`src/rtl/pipe_pkg.sv`:
```
// Shared pipeline definitions: operand-mux select codes and the in-flight
// instruction record used by the forwarding controller.
package pipe_pkg;

  localparam int REG_NUM_W = 5;

  typedef logic [1:0] fwd_sel_t;

  localparam fwd_sel_t FWD_RF    = 2'b00;
  localparam fwd_sel_t FWD_EXMEM = 2'b01;
  localparam fwd_sel_t FWD_MEMWB = 2'b10;
  localparam fwd_sel_t FWD_WBRET = 2'b11;

  typedef struct packed {
    logic                 valid;
    logic [REG_NUM_W-1:0] dst;
    logic                 regwrite;
    logic                 memread;
  } slot_t;

  localparam slot_t SLOT_BUBBLE = '0;

  // True when the slot will deliver a value for register r ($0 never does).
  function automatic logic slot_produces(slot_t s, logic [REG_NUM_W-1:0] r);
    return s.valid && s.regwrite && (s.dst == r) && (r != '0);
  endfunction

endpackage

```
`src/rtl/fwd_pick.sv`:
```
// Combinational nearest-producer select for one ALU operand.
module fwd_pick
  import pipe_pkg::*;
(
  input  logic                 use_src,
  input  logic [REG_NUM_W-1:0] src,
  input  slot_t                s_ex,
  input  slot_t                s_mem,
  input  slot_t                s_wb,
  output fwd_sel_t             sel
);

  always_comb begin
    sel = FWD_RF;
    if (!use_src || src == '0) begin
      sel = FWD_RF;
    end else if (slot_produces(s_ex, src)) begin
      sel = FWD_EXMEM;
    end else if (slot_produces(s_mem, src)) begin
      sel = FWD_MEMWB;
    end else if (slot_produces(s_wb, src)) begin
      sel = FWD_WBRET;
    end
  end

endmodule

```
`src/rtl/ex_fwd_ctrl.sv`:
```
// EX-stage operand forwarding controller: tracks destinations in EX/MEM/WB,
// registers per-operand mux selects and raises the load-use stall.
module ex_fwd_ctrl
  import pipe_pkg::*;
#(
  parameter int REG_W = REG_NUM_W,
  parameter int CNT_W = 16
) (
  input  logic             Clk,
  input  logic             Reset,
  input  logic             id_valid,
  input  logic [REG_W-1:0] id_rs,
  input  logic [REG_W-1:0] id_rt,
  input  logic             id_use_rs,
  input  logic             id_use_rt,
  input  logic [REG_W-1:0] id_dst,
  input  logic             id_regwrite,
  input  logic             id_memread,
  input  logic             flush,
  output logic             stall,
  output logic [1:0]       fwd_a_sel,
  output logic [1:0]       fwd_b_sel,
  output logic [CNT_W-1:0] stall_cnt
);

  slot_t    slot_p0;
  slot_t    slot_p1;
  slot_t    slot_p2;
  slot_t    id_slot;
  fwd_sel_t sel_a;
  fwd_sel_t sel_b;
  logic     load_hazard;
  logic     enter_ex;

  fwd_pick u_pick_a (
    .use_src (id_use_rs),
    .src     (id_rs),
    .s_ex    (slot_p0),
    .s_mem   (slot_p1),
    .s_wb    (slot_p2),
    .sel     (sel_a)
  );

  fwd_pick u_pick_b (
    .use_src (id_use_rt),
    .src     (id_rt),
    .s_ex    (slot_p0),
    .s_mem   (slot_p1),
    .s_wb    (slot_p2),
    .sel     (sel_b)
  );

  // A load in EX cannot forward yet; the dependent instruction must wait a cycle.
  always_comb begin
    load_hazard = id_valid && slot_p0.memread &&
                  ((id_use_rs && slot_produces(slot_p0, id_rs)) ||
                   (id_use_rt && slot_produces(slot_p0, id_rt)));
    stall       = load_hazard && !flush;
    enter_ex    = id_valid && !stall && !flush;
  end

  always_comb begin
    id_slot          = SLOT_BUBBLE;
    id_slot.valid    = 1'b1;
    id_slot.dst      = id_dst;
    id_slot.regwrite = id_regwrite;
    id_slot.memread  = id_memread;
  end

  // ID -> EX boundary; EX -> MEM -> WB tracking shift.
  always_ff @(posedge Clk or negedge Reset) begin
    if (!Reset) begin
      slot_p0   <= SLOT_BUBBLE;
      slot_p1   <= SLOT_BUBBLE;
      slot_p2   <= SLOT_BUBBLE;
      fwd_a_sel <= FWD_RF;
      fwd_b_sel <= FWD_RF;
    end else begin
      slot_p2   <= slot_p1;
      slot_p1   <= slot_p0;
      slot_p0   <= enter_ex ? id_slot : SLOT_BUBBLE;
      fwd_a_sel <= enter_ex ? sel_a : FWD_RF;
      fwd_b_sel <= enter_ex ? sel_b : FWD_RF;
    end
  end

  always_ff @(posedge Clk or negedge Reset) begin
    if (!Reset) begin
      stall_cnt <= '0;
    end else if (stall && (stall_cnt != {CNT_W{1'b1}})) begin
      stall_cnt <= stall_cnt + 1'b1;
    end
  end

endmodule

```
`config.mk`:
```
export PLATFORM = sky130hd
export DESIGN_NAME = ex_fwd_ctrl
export DESIGN_NICKNAME = d
export VERILOG_FILES = /design/src/rtl/pipe_pkg.sv /design/src/rtl/fwd_pick.sv /design/src/rtl/ex_fwd_ctrl.sv
export SDC_FILE = /design/constraint.sdc
export NUM_CORES = 1
export LEC_CHECK = 0
export ABC_CLOCK_PERIOD_IN_PS = 2750
export CAP_MARGIN = 0
export CORE_AREA = 2 2 98 53
export DETAILED_ROUTE_END_ITERATION = 6
export DIE_AREA = 0 0 100 55
export PLACE_DENSITY_LB_ADDON = 0.1
export SLEW_MARGIN = 30
export SYNTH_ARGS = -nofsm -noshare
export SYNTH_HDL_FRONTEND = slang
export SYNTH_HIERARCHICAL = 1
export SYNTH_SLANG_ARGS = --single-unit
```
`constraint.sdc`:
```
create_clock -name Clk -period 2.75 [get_ports Clk]
set_input_delay 0.275 -clock Clk [delete_from_list [all_inputs] [get_ports Clk]]
set_output_delay 0.275 -clock Clk [all_outputs]
set_load 0.01 [all_outputs]
```
==> results of run 1 <==
## per-stage QoR
step | hold slack (ns) | util | cells | total power [mW]
3_5_place_dp | 0.383 | 0.591 | 318 | 0.803
5_1_grt | 0.425 | 0.610 | 326 | 1.24
6_report | 0.401 | 0.610 | 326 | 1.18
3_3_place_gp | 0.385 | 0.591 | 318 | 0.802
2_1_floorplan | -0.0206 | - | 207 | 0.717
4_1_cts | 0.142 | 0.608 | 325 | 1.19
## where the power goes
group / total (mW) / switching [mW] / internal (mW)
logic: 0.148 / 0.0727 / 0.0755
registers: 0.646 / 0.0160 / 0.630
clock network: 0.390 / 0.219 / 0.171
total: 1.18 / 0.308 / 0.876
## layout make-up
cell class              count  area (um^2)  share of cell area
multi-input cells         154         1110               0.387
flip-flops and latches     42         1050               0.368
repair buffers             54          513               0.179
well taps                  60         75.1              0.0263
clock buffers               5         68.8              0.0241
inverters                   9         33.8              0.0118
clock inverters             2         10.0             0.00350
## layer usage
| metal | global-route usage | vias to the layer above |
|---|---|---|
| met1 | 0.346 | 838 |
| met4 | 0.0616 | 0 |
| met5 | 0 | - |
| li1 | - | 846 |
| met3 | 0.0477 | 4 |
| met2 | 0.277 | 47 |
## path summary, 6_finish.rpt
| kind | to | depth (start not counted) | from | slack [ns] |
|---|---|---|---|---|
| worst min-delay path | slot_p2[1] | 0 | slot_p1[1] | 0.40 |
| max in group asynchronous | slot_p1[3] | 2 | Reset | 1.83 |
| min in group asynchronous | slot_p0[3] | 2 | Reset | 0.53 |
| worst max register to register | stall_cnt[1] | 6 | stall_cnt[5] | 0.53 |
| worst min register to register | slot_p2[1] | 0 | slot_p1[1] | 0.40 |
| worst max-delay path | stall | 6 | id_rt[2] | 0.19 |
## registers in the layout (all words and copies together), names as in the netlist
signal and cells:
fwd_b_sel 2, slot_p2 7, stall_cnt 16, slot_p1 7, slot_p0 8, fwd_a_sel 2
==> impl.org, run 1 <==
** Finish
- The repair_antennas step left the layout with diodes totalling 0.
- Of the cells placed in the final design, the portion with a size suffix greater than 1 is 0.102.
- At the end of the flow, the number of nets in the layout was 290.
- Summed area of non-filler cells in the final layout :: 2860 um^2
- Fill cells in the final layout number 412.
- Highest-count cells in the layout ignoring fill and taps :: sky130_fd_sc_hd__dfrtp_1 (42), sky130_fd_sc_hd__clkdlybuf4s50_1 (42), sky130_fd_sc_hd__xnor2_1 (32)
- Area added between synthesis and finish :: 29.5%

** Clock network
- In this run, CTS created clock tree buffers numbering 5.
- Number of setup buffers added after CTS :: 0
- In this run the clock root is driven by a sky130_fd_sc_hd__clkbuf_8.
- Count of instances resized after the clock tree is built :: 0
- Later-pin clock latency in the skew report :: 0.30 ns
- The clock tree synthesis step divided the H-tree into 2 levels.
- TritonCTS clock tree :: done
- Number of hold buffers added after cts :: 0
- The clock passes through at most 2 buffers.
- Clock-pin slew was measured on the worst setup and hold paths at 0.08 ns.
- Number of sinks driven by the clock tree :: 42

** Critical path
- Grouping stages by cell kind, the critical path spends the most delay in buffers and inverters.
- Worst Path Required :: 2.48 ns
- The most numerous cell type found on the critical path is sky130_fd_sc_hd__clkdlybuf4s50_1.
- Critical Path Source Type :: primary input
- Worst Path Class, Setup :: primary input to output port
- For the worst setup path, the data arrival time is 2.28 ns.
- The signal on the critical path passes through clkdlybuf4s50_1 -> nor4_1 -> o21bai_1 -> nor4b_1 -> a31o_2 -> clkdlybuf4s50_1.
- The worst setup path is captured at an output port.
- Worst path slowest cell :: sky130_fd_sc_hd__clkdlybuf4s50_1
- CP bufs+invs :: 2
- For this run, the slowest stage of the critical path takes 0.64 ns.
- Highest net fanout along the worst path :: 6

** STA
- The count of final max-slew check failures came to 0.
- Post-route clock skew :: 0.00407 ns
- Setup tns final :: 0 ns
- Setup violations remaining at the end of the flow were counted as 0.
- Number of failing hold endpoints at the final stage :: 0
- Setup repair after global routing missed its margin :: no
- The worst path needs 2.56 ns of the cycle, external delays included.
- Once routing completed, OpenROAD measured the worst setup slack at 0.194 ns.
- Measured against its own limit, the worst slew margin works out to 0.633.
- Actual slew at the worst max-slew pin :: 0.551 ns
- Static timing analysis puts the maximum clock frequency at 0.391 GHz.
- Dividing the final minimum period by the clock period gives 0.929.

** Drt
- TritonRoute pass-1 iters :: 5
- For this block, wires on met1 add up to 3080 um.
- Dividing the detail-routed via count by the number of cells gives 5.32.
- Via count :: 1735
- Post-detailed-route DRC marker count :: 0
- The highest layer touched by signal routing is met4.
- In the detailed route, the total length drawn on met2 is 2040 um.
- After detailed routing, the total wire length is 5450 um.
- The count of nets left with antenna violations once routing finished came out at 0.
- Summed over all nets, wire length on met3 after detailed routing comes to 295 um.
- After detailed routing, the average wire length per cell comes to 16.7 um.
- Iteration-0 DRC Markers :: 81

** GRT
- Across every metal layer, demand over resource in global routing totals 0.215.
- Largest net degree at the start of global routing :: 43
- The first global-routing pass estimated 8490 um of wire.
- Vias in the first global route :: 1574
- The number of antenna violations at the first check in global routing was 0.
- Total global routing overflow :: 0

** Run status
- The flow ran to the end, and the final reports show no timing, DRC or antenna violations.

** Floorplan
- Die height :: 55 um
- Die Wd :: 100 um
- The core region is 4680 um^2.
- Pin placement for this block handled 44 I/O pins.
- The die covers 5500 um^2.
- Count of standard-cell rows :: 18
- Initial Utilization :: 0.471

** Pwr
- In this run the static leakage power is 1.21 nW.
- Power density cells :: 414 nW/um^2
- Maximum resistive drop on vdd :: 0.187 mV

** Place
- Prior to clock tree synthesis, the placed netlist has a worst setup slack of 0.211 ns.
- The wire-length estimate of the detail-placed layout is 4050 um.
- Input and output buffers added on the ports amount to 43.
- Total cell area at the placement stage :: 2770 um^2
- Final RePlAce weighted congestion :: 0.903

** Synthesis
- The cell area that synthesis handed to floorplanning was 2210 um^2.
- The number of nets handed over by synthesis was 231.
- Synthesis Warnings :: 6
- Mean area per synthesized cell :: 10.7 um^2
- Synthesis produced 207 cells.

** Run
- Max-cap violations :: 0

** Worst hold path
- The tightest min-delay check is of the flip-flop to flip-flop type.
(Power assumes the default switching activity.)
==> run 2, diff against run 1 <==
Settings changed: CORE_AREA 2 2 98 53 to 2 2 94 51, DIE_AREA 0 0 100 55 to 0 0 96 53, SYNTH_HIERARCHICAL 1 to unset.
==> impl.org, run 2 <==
** Floorplan
- Die Wd :: 96 um
- Count of standard-cell rows :: 17
- Die Footprint :: 5090 um^2
- Number of primary I/O pins :: 44
- Area of the core :: 4230 um^2
- The initial utilization of the core area, before any placement, comes to 0.481.
- Die height :: 53 um

** Critical path
- The worst setup path is captured at an output port.
- Worst Path Arrival :: 2.32 ns
- Of all nets on the critical path, the largest fanout is 4.
- Worst Path Required :: 2.48 ns
- Worst Path Class, Setup :: primary input to output port
- STA classifies the critical path startpoint as a primary input.

** Synthesis
- The share of synthesized area in the top cell type comes to 0.517.
- The cell area that synthesis handed to floorplanning was 2030 um^2.
- Share of the yosys chip area belonging to registers :: 0.517
- Syn_nets :: 201
- The synthesized design contains 0 enable-type register cells.
- Synthesis handed over a netlist of 177 instances.
- Synthesis Warnings :: 0
- Biggest area contributors in the synthesized netlist :: sky130_fd_sc_hd__dfrtp_1 (52%), sky130_fd_sc_hd__xor2_1 (14%), sky130_fd_sc_hd__xnor2_1 (3.9%), sky130_fd_sc_hd__nand2_1 (3.3%), sky130_fd_sc_hd__mux2_2 (2.2%)
- Count of distinct cell types in the synthesized netlist :: 37
- The synthesized design contains 42 register bits.
- After synthesis, the most frequently instantiated cells are sky130_fd_sc_hd__dfrtp_1 (42), sky130_fd_sc_hd__xor2_1 (32), sky130_fd_sc_hd__nand2_1 (18).
- The average instance in the mapped netlist occupies 11.5 um^2.
- In the synthesized netlist the dominant register cell turns out to be sky130_fd_sc_hd__dfrtp_1.
- Share of flip-flops with an asynchronous set or reset :: 1.00
- sky130_fd_sc_hd__dfrtp_1 takes more of the synthesized area than any other cell.
- Top-count cell post-synth :: sky130_fd_sc_hd__dfrtp_1

** Drt
- Average wire length per cell after detail routing :: 16.9 um
- After detailed routing, the met3 layer carries 375 um of wire.
- Post-detailed-route DRC marker count :: 0
- The first TritonRoute pass finished after 4 iterations.
- Once detail routing completed, the nets flagged for antenna violations numbered 0.
- Summed over all layers, the routed wires come to 4860 um.
- Wire segments on met2 add up to 2000 um in the final route.
- Across all layers, the routed design uses 1511 vias.
- DR top layer :: met4
- Iteration-0 DRC Markers :: 81
- Met1 Wirelength :: 2390 um
- Via density per instance :: 5.26

** Pwr
- Clk pwr share :: 0.351
- Share of power burned in registers :: 0.557
- Total power for the finished layout comes to 1.16 mW.
- The internal portion of the total power is 887 uW.
- Power density cells :: 439 nW/um^2
- Summed over all nets, the switching power comes to 272 uW.
- LEAKAGE :: 1.21 nW
- Across the VDD grid, the largest voltage drop is 0.275 mV.
- Sw Ratio :: 0.235
- The share of total power dissipated in combinational logic is 0.092.

** Worst hold path
- Hold crit path type :: flip-flop to flip-flop

** Place
- Final RePlAce weighted congestion :: 0.968
- Number of input and output port buffers inserted :: 43
- At the placement stage, the worst setup path has a slack of 0.115 ns.
- The HPWL after detailed placement is 3740 um.

** Finish
- Nets :: 253
- In the layout the commonest cells are sky130_fd_sc_hd__dfrtp_1 (42), sky130_fd_sc_hd__clkdlybuf4s50_1 (42), sky130_fd_sc_hd__xor2_1 (32).
- The filler cells instantiated in the layout total 336.
- The register with the most flip-flops in the final layout is stall_cnt.
- Layout cell share with drive strength beyond 1 :: 0.109
- Registers with the most flip-flops :: stall_cnt x16, slot_p0 x8
- Largest register FFs :: 16
- Number of antenna repair diodes :: 0
- Area added between synthesis and finish :: 29.9%

** GRT
- The number of antenna violations at the first check in global routing came to 0.
- Total global routing overflow :: 0
- Total global-route track usage :: 0.219
- The via count of the first global-routing pass was 1473.
- Entering global routing, the biggest net connects 43 pins.
- The first global-routing pass estimated 7780 um of wire.

** Clock network
- TritonCTS built the clock tree.
- Number of levels in the clock H-tree :: 2
- Clock root buffer :: sky130_fd_sc_hd__clkbuf_8
- The clock passes through at most 2 buffers.
- In this run, CTS created clock tree buffers numbering 5.
- Number of sinks driven by the clock tree :: 42
- Number of hold buffers added after cts :: 0
- After clock tree synthesis, the repair step resized 0 gates.
- Later-pin clock latency in the skew report :: 0.29 ns
- Clock slew seen by the registers of the worst setup and hold paths :: 0.08 ns
- In this run the post-CTS setup repair buffer count came out at 0.

** STA
- At the pin with the least slew margin, the transition time is 0.510 ns.
- Setup tns final :: 0 ns
- Final Critical Period :: 2.59 ns
- Setup violations remaining at the end of the flow were counted as 0.
- Maximum clock frequency :: 0.385 GHz
- Headroom to the max-slew limit came out at 0.660.
- Setup repair after global routing left no endpoint under its margin.
- Number of failing hold endpoints at the final stage :: 0
- Final Worst Setup Slack :: 0.155 ns
- Between clock sinks in the finished design, the worst skew comes to 0.00736 ns.
- Dividing the final minimum period by the clock period gives 0.944.
- Pins Over Slew Limit :: 0
- Worst hold-check slack :: 0.390 ns

** Run
- Max-cap violations in this run came to 0.

** Run status
- Outcome :: complete, no violations
## run 2: kinds of logic after synthesis
| group | after synthesis | share of synthesized area |
|---|---|---|
| AO/OA/AOI/OAI | 9 | 0.0344 |
| XOR/XNOR | 42 | 0.185 |
| adder cells (fa/ha/maj) | 1 | 0.00615 |
| buffers and inverters | 4 | 0.00923 |
| flip-flops | 42 | 0.517 |
| multiplexers | 4 | 0.0221 |
| AND/OR/NAND/NOR | 75 | 0.227 |
## run 2: layout make-up
cell class / count / area [um^2] / share of cell area
tap: 57 / 71.3 / 0.0270
clock buffer: 7 / 86.3 / 0.0327
clock inverter: 1 / 5.00 / 0.00189
timing repair buffer: 46 / 453 / 0.171
multi-input combinational: 131 / 965 / 0.365
inverter: 3 / 11.3 / 0.00426
sequential: 42 / 1050 / 0.398
## run 2: per-layer routing
layer,vias up,GRT usage
li1,714,-
met1,727,0.327
met2,62,0.303
met3,8,0.0470
met4,0,0.0976
met5,-,0
## run 2: path summary, 6_finish.rpt
check,slack (ns),startpoint,endpoint,cells past startpoint
worst max-delay path,0.16,id_rs[4],stall,6
worst min-delay path,0.39,slot_p1[1],slot_p2[1],0
worst max register to register,0.44,slot_p0[5],stall_cnt[9],6
worst min register to register,0.39,slot_p1[1],slot_p2[1],0
max in group asynchronous,1.89,Reset,fwd_a_sel[1],2
min in group asynchronous,0.51,Reset,slot_p0[0],2
## run 2: worst max-delay path, cell delays in order
cell,delay (ns)
sky130_fd_sc_hd__clkdlybuf4s50_1,0.50
sky130_fd_sc_hd__xor2_1,0.23
sky130_fd_sc_hd__nor4_4,0.38
sky130_fd_sc_hd__nand4_2,0.19
sky130_fd_sc_hd__a21oi_1,0.19
sky130_fd_sc_hd__clkdlybuf4s50_1,0.56
## run 2: through the flow
| step | instance area (um^2) | std cells | util |
|---|---|---|---|
| detailed placement | 2540 | 278 | 0.600 |
| CTS | 2630 | 286 | 0.621 |
| global route | 2640 | 287 | 0.624 |
| global placement | 2540 | 278 | 0.600 |
| floorplan | 2030 | 177 | - |
| finish | 2640 | 287 | 0.624 |
## run 2: power by group through the flow
stage | clock, mW | sequential (mW) | combinational, mW
final | 0.407 | 0.645 | 0.106
after global routing | 0.444 | 0.647 | 0.117
after CTS | 0.414 | 0.645 | 0.105
after detailed placement | 0 | 0.657 | 0.105
after global placement | 0 | 0.657 | 0.101
after floorplan | 0 | 0.651 | 0.0438
